--- config.mk ---
export PLATFORM = sky130hd
export DESIGN_NAME = pin_serial_tx
export DESIGN_NICKNAME = d
export VERILOG_FILES = /design/src/rtl/pin_serial_tx.sv
export SDC_FILE = /design/constraint.sdc
export NUM_CORES = 1
export LEC_CHECK = 0
export ABC_CLOCK_PERIOD_IN_PS = 1700
export CORE_ASPECT_RATIO = 1.1
export CORE_MARGIN = 1
export CORE_UTILIZATION = 29
export DETAILED_ROUTE_END_ITERATION = 8
export GPL_ROUTABILITY_DRIVEN = 0
export SYNTH_ARGS = -nofsm -noshare
export SYNTH_HDL_FRONTEND = slang
export SYNTH_SLANG_ARGS = --single-unit
--- constraint.sdc ---
create_clock -name clk -period 1.7 [get_ports clk]
set_input_delay 0.34 -clock clk [delete_from_list [all_inputs] [get_ports clk]]
set_output_delay 0.34 -clock clk [all_outputs]
set_load 0.005 [all_outputs]
--- src/rtl/pin_serial_tx.sv ---
// Byte-wide serial transmitter for one IO pin: start bit, 8 data bits LSB first, optional even parity, stop bit.
// Latency: tx goes low the cycle after the accept edge; done pulses 10*CLKS_PER_BIT+1 cycles after accept (11x with parity).
// Backpressure: ready is high only in IDLE; valid seen while busy is dropped, not queued.
// Optional feature macro: PIN_SERIAL_TX_PARITY_EN inserts an even-parity bit between data and stop.
module pin_serial_tx #(
  parameter int CLKS_PER_BIT = 4,
  parameter int CNT_W        = 16
) (
  input  logic       clk,
  input  logic       reset,
  input  logic [7:0] data_in,
  input  logic       valid,
  output logic       ready,
  output logic       tx,
  output logic       busy,
  output logic       done
);

  typedef enum logic [2:0] {
    IDLE   = 3'd0,
    START  = 3'd1,
    DATA   = 3'd2,
`ifdef PIN_SERIAL_TX_PARITY_EN
    PARITY = 3'd3,
`endif
    STOP   = 3'd4
  } state_t;

  localparam logic [CNT_W-1:0] CNT_LAST = CNT_W'(CLKS_PER_BIT - 1);
  localparam logic [CNT_W-1:0] CNT_ONE  = CNT_W'(1);

  state_t           state_q, state_d;
  logic [CNT_W-1:0] cnt_q, cnt_d;
  logic [2:0]       bit_q, bit_d;
  logic [7:0]       shift_q, shift_d;
  logic             tx_q, tx_d;
  logic             done_q, done_d;
  logic             bit_end;
`ifdef PIN_SERIAL_TX_PARITY_EN
  logic             parity_q, parity_d;
`endif

  assign bit_end = (cnt_q == CNT_LAST);
  assign ready   = (state_q == IDLE);
  assign busy    = (state_q != IDLE);
  assign tx      = tx_q;
  assign done    = done_q;

  // Next-state logic; tx_d is the line level for the state being entered, so tx stays registered.
  always_comb begin
    state_d  = state_q;
    cnt_d    = cnt_q;
    bit_d    = bit_q;
    shift_d  = shift_q;
    tx_d     = tx_q;
    done_d   = 1'b0;
`ifdef PIN_SERIAL_TX_PARITY_EN
    parity_d = parity_q;
`endif
    case (state_q)
      IDLE: begin
        tx_d = 1'b1;
        if (valid) begin
          state_d  = START;
          cnt_d    = '0;
          bit_d    = 3'd0;
          shift_d  = data_in;
          tx_d     = 1'b0;
`ifdef PIN_SERIAL_TX_PARITY_EN
          parity_d = ^data_in;
`endif
        end
      end
      START: begin
        if (bit_end) begin
          cnt_d   = '0;
          state_d = DATA;
          tx_d    = shift_q[0];
        end else begin
          cnt_d = cnt_q + CNT_ONE;
        end
      end
      DATA: begin
        if (bit_end) begin
          cnt_d   = '0;
          shift_d = {1'b0, shift_q[7:1]};
          if (bit_q == 3'd7) begin
`ifdef PIN_SERIAL_TX_PARITY_EN
            state_d = PARITY;
            tx_d    = parity_q;
`else
            state_d = STOP;
            tx_d    = 1'b1;
`endif
          end else begin
            bit_d = bit_q + 3'd1;
            // shift_q[1] is the bit that lands in shift_d[0]
            tx_d  = shift_q[1];
          end
        end else begin
          cnt_d = cnt_q + CNT_ONE;
        end
      end
`ifdef PIN_SERIAL_TX_PARITY_EN
      PARITY: begin
        if (bit_end) begin
          cnt_d   = '0;
          state_d = STOP;
          tx_d    = 1'b1;
        end else begin
          cnt_d = cnt_q + CNT_ONE;
        end
      end
`endif
      STOP: begin
        if (bit_end) begin
          cnt_d   = '0;
          state_d = IDLE;
          tx_d    = 1'b1;
          done_d  = 1'b1;
        end else begin
          cnt_d = cnt_q + CNT_ONE;
        end
      end
      default: begin
        state_d = IDLE;
        tx_d    = 1'b1;
      end
    endcase
  end

  // State registers; reset aborts any frame and forces the line high immediately.
  always_ff @(posedge clk or posedge reset) begin
    if (reset) begin
      state_q  <= IDLE;
      cnt_q    <= '0;
      bit_q    <= 3'd0;
      shift_q  <= 8'd0;
      tx_q     <= 1'b1;
      done_q   <= 1'b0;
`ifdef PIN_SERIAL_TX_PARITY_EN
      parity_q <= 1'b0;
`endif
    end else begin
      state_q  <= state_d;
      cnt_q    <= cnt_d;
      bit_q    <= bit_d;
      shift_q  <= shift_d;
      tx_q     <= tx_d;
      done_q   <= done_d;
`ifdef PIN_SERIAL_TX_PARITY_EN
      parity_q <= parity_d;
`endif
    end
  end

endmodule
==> flow_summary.toml, run 1 <==
[status]
status = "finished with violations"
violations = "negative setup slack"

[cts]
clk_path_buf_depth = 2
clock_latency_ns = 0.29
htreeDepth = 2
cts_root_buf = "clkbuf_8"
cts-buffers-inserted = 5
cts_sinks = 32
clk_pin_slew_ns = 0.07
cts_hold_buf = 0
tritoncts = "built"

[timing]
slew_violations = 0
max_freq_mhz = 554
worst_pin_slew_ns = 0.339
fin_crit_ns = 1.81
final.setup.tns_ns = -1.41
period_share_pct = 106
hold_violations = 0
setup_viol = 21
final.setup_skew_ns = 0.00416
slew_headroom_pct = 77.2
hold_slack_ns = 0.396
rsz0062_at_grt = "true"
setup_slack_ns = -0.105

[final_layout]
final_layout_size_suffix_gt1_share_pct = 46.9
multi_input_area_mm2 = 0.00105
layout.nets = 252
post-route-util_pct = 45.1
final_area_mm2 = 0.00265
regArea_um2 = 805
syn2layout_area_growth_pct = 47.8
fillers = 580
n_antenna_cell = 0

[setup_path]
r2r-end = "shift_q[3]"
crit_fanout = 8
r2r-start = "cnt_q[0]"
ff2ff_path_depth = 7
worstSetupPathType = "register to register"
arrival_ns = 1.98
reg2reg_setup_slack_ns = -0.11
cp-end-kind = "register"
required_ns = 1.88
setup.worst_path.end = "shift_q[3]"
start_kind = "register"
crit_start = "cnt_q[0]"

[logic_synthesis]
synthCells = 177
synth_common_cells = "dfrtp_1, mux2_2, nand2_1"
syn_area_mm2 = 0.00179
synth_edf_count = 0
yosysMostFrequentCell = "dfrtp_1"
synth_area_leader_cell = "dfrtp_1"
ys_seq_elements = 32
synth_area_per_cell_um2 = 10.1
ys_top_cells_by_area = "dfrtp_1, mux2_2, o31ai_1, a21oi_1, or4_1"
synth_warnings = 0
synthFlopType = "dfrtp_1"
synth_fp_nets = 191
synth_top_area_share_pct = 43.2
async_reset_ff_share_pct = 100
ys_seq_area_share_pct = 44.7
ys_types = 42

[grt]
grt-ovfl-total = 0
grt_max_degree = 33
grt_pass1_vias = 1596
antenna_found_initial = 0
grt_first_pass_wirelength_um = 7230
grt_usage_pct = 13.9

[power]
power.total_uw = 3450
power.static_leakage_uw = 0.00114
powerDensity_mw_per_mm2 = 1300
peakVddDrop_mv = 1.18

[floorplan]
rows = 29
die_y_um = 84.5
die-width_um = 77.0
fp.dieArea_mm2 = 0.00651
core_area_mm2 = 0.00588
initial_core_util_pct = 30.5
ios = 15

[drt]
drt_iter0_drc = 67
drt_pass1_iterations = 6
routedWlPerCell_um = 13.0
drc_errors = 0
num_vias = 1584
viasPerCell = 5.01
routed_wl_um = 4100
ant_nets = 0

[placement]
dpl.hpwl_um = 2840
place_area_mm2 = 0.00233
port_buffers = 14

[run]
maxCapViolCount = 0

[worst_hold_path]
hold_class = "input port to async pin"
==> registers in the layout, indices dropped and copies added (netlist names) <==
| register | cells |
|---|---|
| bit_q | 3 |
| cnt_q | 16 |
| done | 1 |
| shift_q | 8 |
| state_q | 3 |
| tx | 1 |
==> report_power, final <==
group	internal (µW)	total, µW	switching, µW
combinational	962	1780	815
clock	323	609	286
sequential	957	1060	103
total	2240	3450	1200
==> worst min path at each step <==
stage / start / to / slack, ns
after global placement: bit_q[0] / bit_q[0] / 0.47
after detailed placement: bit_q[0] / bit_q[0] / 0.48
after floorplan: bit_q[0] / bit_q[0] / 0.45
after CTS: reset / bit_q[0] / 0.41
final: reset / cnt_q[13] / 0.40
after global routing: reset / cnt_q[13] / 0.43
==> repair_timing <==
action | CTS | global route
gates resized for setup | 33 | 22
endpoints found under the setup margin | 27 | 32
buffers inserted | 8 | 1
pin swaps | 12 | 17
gates cloned | 1 | 0
==> per-layer routing <==
layer / global-route usage [%] / wire length, µm
met1: 17.4 / 1890
met2: 23.6 / 2020
met4: 2.57 / 30
met5: 0 / 0
met3: 4.35 / 152
==> final cells by class <==
class	instances	share of cell area, %
multi-input combinational	124	39.5
inverter	10	1.42
clock buffer	6	3.11
tap	77	3.63
clock inverter	2	0.377
sequential	32	30.3
timing repair buffer	65	21.6
==> critical path, cell delays in order, from the launching register on <==
cell	delay, ns
dfrtp_1	0.36
ha_2	0.19
nor4b_4	0.25
nand4_1	0.15
buf_6	0.17
o21ai_4	0.13
buf_12	0.15
mux2_4	0.30
==> cells by family (layout without fill, tap and decap cells) <==
logic type,Yosys count,count (layout),share of synthesized area (%)
AOI/OAI and AO/OA,41,41,14.9
xor gates and xnor gates,1,1,0.488
adders and majority gates,3,3,2.09
buffers and inverters,21,83,5.44
DFF,32,32,44.7
muxes,18,18,11.1
and+or+nand+nor,61,61,21.3
==> per-stage QoR <==
stage	setup WS (ns)	instances
global route	-0.221	316
CTS	-0.146	316
floorplan	-0.0253	177
finish	-0.105	316
global placement	-0.324	299
detailed placement	-0.332	299
==> placed cells by master (no fill, tap or decap), types with 3 or more instances in the layout <==
cell | Yosys | routed
nand4_1 | 3 | 3
a21oi_2 | 1 | 4
mux2i_1 | 3 | 3
nor2_1 | 3 | 3
buf_6 | 2 | 10
a21oi_1 | 14 | 11
nor3_1 | 4 | 3
o31ai_2 | 0 | 3
buf_4 | 0 | 38
inv_1 | 10 | 10
mux2_4 | 0 | 8
o21ai_2 | 1 | 4
and3_1 | 3 | 3
or4_4 | 1 | 5
clkbuf_8 | 0 | 6
o31ai_1 | 10 | 7
mux2_2 | 15 | 7
nand2_1 | 15 | 13
nand3_1 | 6 | 6
or4_1 | 9 | 5
dfrtp_1 | 31 | 29
clkdlybuf4s50_1 | 0 | 12
(Power assumes the default switching activity.)
==> run 2, diff against run 1 <==
--- a/config.mk
+++ b/config.mk
@@ -11,6 +11,7 @@
 export CORE_UTILIZATION = 29
 export DETAILED_ROUTE_END_ITERATION = 8
 export GPL_ROUTABILITY_DRIVEN = 0
+export MAX_ROUTING_LAYER = met4
 export SYNTH_ARGS = -nofsm -noshare
 export SYNTH_HDL_FRONTEND = slang
 export SYNTH_SLANG_ARGS = --single-unit
==> flow_summary.toml, run 2 (synthesis results as in run 1) <==
[cts]
cts_hold_buf = 0
clk_pin_slew_ns = 0.07
htreeDepth = 2
cts_root_buf = "clkbuf_8"
clock_latency_ns = 0.29
cts_sinks = 32
cts-buffers-inserted = 5
clk_path_buf_depth = 2
tritoncts = "built"

[setup_path]
start_kind = "register"
slowest_stage = "dfrtp_1"
slowest_delay_ns = 0.36
crit_fanout = 8
arrival_ns = 1.98
worstSetupPathType = "register to register"
ff2ff_path_depth = 7
cp-end-kind = "register"
cp_cell_sequence = "ha_2 > nor4b_4 > nand4_1 > buf_6 > o21ai_4 > buf_12 > mux2_4"
required_ns = 1.88

[drt]
drc_errors = 0
routedWlPerCell_um = 13.0
drt_iter0_drc = 66
ant_nets = 0
drt_pass1_iterations = 4
num_vias = 1560
routed_wl_um = 4110
viasPerCell = 4.94

[grt]
grt_pass1_vias = 1595
grt_usage_pct = 14.3
antenna_found_initial = 0
grt_max_degree = 33
grt-ovfl-total = 0
grt_first_pass_wirelength_um = 7230

[final_layout]
reg_top3 = "cnt_q (16), shift_q (8)"
mostFrequentLayoutCells = "buf_4, dfrtp_1, nand2_1, clkdlybuf4s50_1, a21oi_1"
largest_register = "cnt_q"
final_layout_size_suffix_gt1_share_pct = 46.9
syn2layout_area_growth_pct = 47.8
final_common_cell = "buf_4"
n_antenna_cell = 0
layout.nets = 252
largest_reg_flops = 16
fillers = 580

[timing]
final.setup.tns_ns = -1.38
max_freq_mhz = 555
rsz0062_at_grt = "true"
slew_violations = 0
setup_viol = 21
setup_slack_ns = -0.102
worst_pin_slew_ns = 0.339
final.setup_skew_ns = 0.00397
slew_headroom_pct = 77.2
period_share_pct = 106
hold_violations = 0
fin_crit_ns = 1.80

[power]
peakVddDrop_mv = 1.19
power.static_leakage_uw = 0.00114
powerDensity_mw_per_mm2 = 1300

[floorplan]
rows = 29
ios = 15
core_area_mm2 = 0.00588
fp.dieArea_mm2 = 0.00651
die-width_um = 77.0
die_y_um = 84.5
initial_core_util_pct = 30.5

[placement]
port_buffers = 14
dpl.hpwl_um = 2840
preCtsSetupSlack_ns = -0.332

[status]
violations = "negative setup slack"
status = "finished with violations"

[worst_hold_path]
hold_class = "input port to async pin"

[run]
maxCapViolCount = 0
-- run 2: layout make-up --
class / count / area [µm²] / area share (%)
clock buffers: 6 / 82.6 / 3.11
inverters: 10 / 37.5 / 1.42
clock inverters: 2 / 10.0 / 0.377
multi-input cells: 124 / 1050 / 39.5
repair buffers: 65 / 573 / 21.6
well taps: 77 / 96.3 / 3.63
flip-flops and latches: 32 / 805 / 30.3
-- run 2: what timing repair did --
action,4_1_cts,5_1_grt
gates resized for setup,33,22
buffers inserted,8,1
setup endpoints to repair,27,32
pin swaps,12,17
cloned,1,0
-- run 2: where the power goes --
group | switching, µW | total [µW] | leakage, µW | internal, µW
Clock | 291 | 614 | 0.0000510 | 323
Sequential | 103 | 1060 | 0.000414 | 957
Combinational | 814 | 1780 | 0.000674 | 962
-- run 2: path summary, 6_finish.rpt --
path,from,endpoint,slack (ns)
worst max-delay path,cnt_q[0],shift_q[3],-0.10
worst min-delay path,reset,cnt_q[13],0.39
worst max register to register,cnt_q[0],shift_q[3],-0.10
worst min register to register,bit_q[0],bit_q[0],0.48
max in group asynchronous,reset,tx,1.07
min in group clk,bit_q[0],bit_q[0],0.48
-- run 2: critical path: cells and delay by family, from the launching register on --
| kind | cells | cell delay (ns) |
|---|---|---|
| simple gates | 2 | 0.40 |
| flops | 1 | 0.36 |
| buf+inv | 2 | 0.32 |
| mux | 1 | 0.30 |
| fa+ha+maj | 1 | 0.19 |
| compound gates | 1 | 0.13 |
-- run 2: stage by stage --
stage / utilization [%] / instance area (µm²) / hold slack, ns / total power [µW] / cells
2_1_floorplan: - / 1830 / 0.452 / 1880 / 177
4_1_cts: 43.9 / 2580 / 0.410 / 3360 / 316
3_3_place_gp: 39.6 / 2330 / 0.467 / 2440 / 299
6_report: 45.1 / 2650 / 0.391 / 3450 / 316
3_5_place_dp: 39.6 / 2330 / 0.480 / 2460 / 299
5_1_grt: 45.1 / 2650 / 0.428 / 3680 / 316
-- run 2: layer usage --
metal | part of all wire, % | wire length, µm | GRT usage [%] | vias up
met2 | 49 | 2020 | 23.5 | 19
met3 | 3.1 | 129 | 4.24 | 4
li1 | - | - | - | 786
met4 | 0.78 | 32 | 2.57 | 0
met5 | 0 | 0 | - | -
met1 | 47 | 1930 | 17.6 | 751
==> run 3, diff against run 2 <==
--- a/config.mk
+++ b/config.mk
@@ -7,8 +7,7 @@
 export LEC_CHECK = 0
 export ABC_CLOCK_PERIOD_IN_PS = 1700
 export CORE_ASPECT_RATIO = 1.1
-export CORE_MARGIN = 1
-export CORE_UTILIZATION = 29
+export CORE_UTILIZATION = 33
 export DETAILED_ROUTE_END_ITERATION = 8
 export GPL_ROUTABILITY_DRIVEN = 0
 export MAX_ROUTING_LAYER = met4
==> flow_summary.toml, run 3 (synthesis results as in run 1) <==
[timing]
max_freq_mhz = 541
final.setup.tns_ns = -2.37
fin_crit_ns = 1.85
worst_pin_slew_ns = 0.350
setup_viol = 27
period_share_pct = 109
final.setup_skew_ns = 0.00342
slew_headroom_pct = 76.5
hold_violations = 0
setup_slack_ns = -0.147
slew_violations = 0
rsz0062_at_grt = "true"

[drt]
drt_pass1_iterations = 4
drc_errors = 0
routed_wl_um = 4780
num_vias = 1671
routedWlPerCell_um = 15.0
drt_iter0_drc = 70
viasPerCell = 5.24
ant_nets = 0

[power]
p_int_uw = 2380
pwr-share-clk_pct = 16.0
power.static_leakage_uw = 0.00119
peakVddDrop_mv = 0.719
switching_share_pct = 37.3
seqPwrFrac_pct = 28.4
p_switching_uw = 1420
p_comb_share_pct = 55.7
powerDensity_mw_per_mm2 = 1340

[final_layout]
final_layout_size_suffix_gt1_share_pct = 53.0
mostFrequentLayoutCells = "buf_4, dfrtp_1, buf_6, nand2_1, clkdlybuf4s50_1"
post-route-util_pct = 55.0
largest_reg_flops = 16
syn2layout_area_growth_pct = 57.5
reg_top3 = "cnt_q (16), shift_q (8)"
n_antenna_cell = 0
final_common_cell = "buf_4"
layout.nets = 260
largest_register = "cnt_q"

[setup_path]
crit_fanout = 8
r2r-end = "shift_q[0]"
critical_path.top_delay_family = "flip-flops"
path_buf_inv = 2
cp-end-kind = "register"
cp_cell_sequence = "ha_4 > nor4b_4 > nand4_1 > buf_6 > o21ai_4 > buf_12 > mux2_4"
required_ns = 1.87
slowest_delay_ns = 0.40
arrival_ns = 2.02
slowest_stage = "dfrtp_1"
start_kind = "register"
reg2reg_setup_slack_ns = -0.15
worstSetupPathType = "register to register"
r2r-start = "cnt_q[0]"
ff2ff_path_depth = 7

[worst_hold_path]
hold_class = "input port to async pin"

[cts]
cts_root_buf = "clkbuf_8"
htreeDepth = 2
clock_latency_ns = 0.29
cts_hold_buf = 0
tritoncts = "built"
clk_pin_slew_ns = 0.07
cts-buffers-inserted = 5
cts_sinks = 32
clk_path_buf_depth = 2

[floorplan]
die_y_um = 79.3
core_area_mm2 = 0.00513
rows = 27
die-width_um = 72.3
ios = 15
fp.dieArea_mm2 = 0.00574
initial_core_util_pct = 34.9

[grt]
grt_usage_pct = 18.0
antenna_found_initial = 0
grt_pass1_vias = 1661
grt_max_degree = 33
grt_first_pass_wirelength_um = 7600
grt-ovfl-total = 0

[status]
violations = "negative setup slack"
status = "finished with violations"

[placement]
dpl.hpwl_um = 2780
port_buffers = 14

[run]
maxCapViolCount = 0
-- run 3: cell count changes in the layout (fill, tap and decap cells not counted), sizes merged --
| cell | previous run | this run |
|---|---|---|
| clkinv | 2 | 1 |
| or3 | 4 | 5 |
| clkinvlp | 0 | 2 |
| buf | 52 | 58 |
-- run 3: final cells by class --
cell class | count | area (µm²)
Clock buffer | 5 | 68.8
Clock inverter | 3 | 23.8
Fill cell | 457 | 2310
Inverter | 10 | 37.5
Multi-Input combinational cell | 125 | 1150
Sequential cell | 32 | 805
Tap cell | 72 | 90.1
Timing Repair Buffer | 72 | 651
-- run 3: power by group through the flow --
stage / combinational (µW) / clock (µW) / sequential (µW)
floorplan: 817 / 0 / 1060
finish: 2110 / 607 / 1080
detailed placement: 1350 / 0 / 1080
CTS: 1860 / 626 / 1070
global placement: 1330 / 0 / 1080
global route: 2270 / 654 / 1100
-- run 3: worst min-delay path: cells and delay by family --
| family | cells | cell delay, ns |
|---|---|---|
| buffers and inverters | 3 | 0.69 |
-- run 3: worst max-delay path by stage --
| stage | start | end | slack, ns | cells after the start |
|---|---|---|---|---|
| 6_report | cnt_q[0] | shift_q[0] | -0.15 | 7 |
| 5_1_grt | cnt_q[0] | shift_q[1] | -0.24 | 7 |
| 4_1_cts | cnt_q[1] | shift_q[2] | -0.15 | 7 |
| 3_5_place_dp | valid | cnt_q[11] | -0.39 | 6 |
| 3_3_place_gp | valid | cnt_q[11] | -0.38 | 6 |
| 2_1_floorplan | state_q[0] | shift_q[0] | -0.03 | 4 |
-- run 3: per-layer routing --
layer | vias up | global-route usage (%) | share of wire [%]
met5 | - | - | 0
met4 | 0 | 8.04 | 2.5
met3 | 11 | 4.06 | 2.7
met2 | 33 | 31.5 | 54
met1 | 826 | 19.3 | 40
li1 | 801 | - | -
-- run 3: per-stage QoR --
| step | instance area (µm²) | cells | power, µW | worst slack, ns | hold WS [ns] |
|---|---|---|---|---|---|
| floorplan | 1830 | 177 | 1880 | -0.0253 | 0.452 |
| global placement | 2310 | 292 | 2400 | -0.385 | 0.476 |
| detailed placement | 2310 | 292 | 2430 | -0.393 | 0.482 |
| CTS | 2660 | 313 | 3560 | -0.147 | 0.390 |
| global route | 2830 | 319 | 4020 | -0.235 | 0.407 |
| finish | 2830 | 319 | 3800 | -0.147 | 0.389 |
-- run 3: what timing repair did --
item | CTS | global route
gates resized for setup | 45 | 35
pin swaps | 18 | 18
hold endpoints to repair | 0 | 0
buffers inserted | 12 | 5
gates cloned | 1 | 1
setup endpoints to repair | 23 | 32
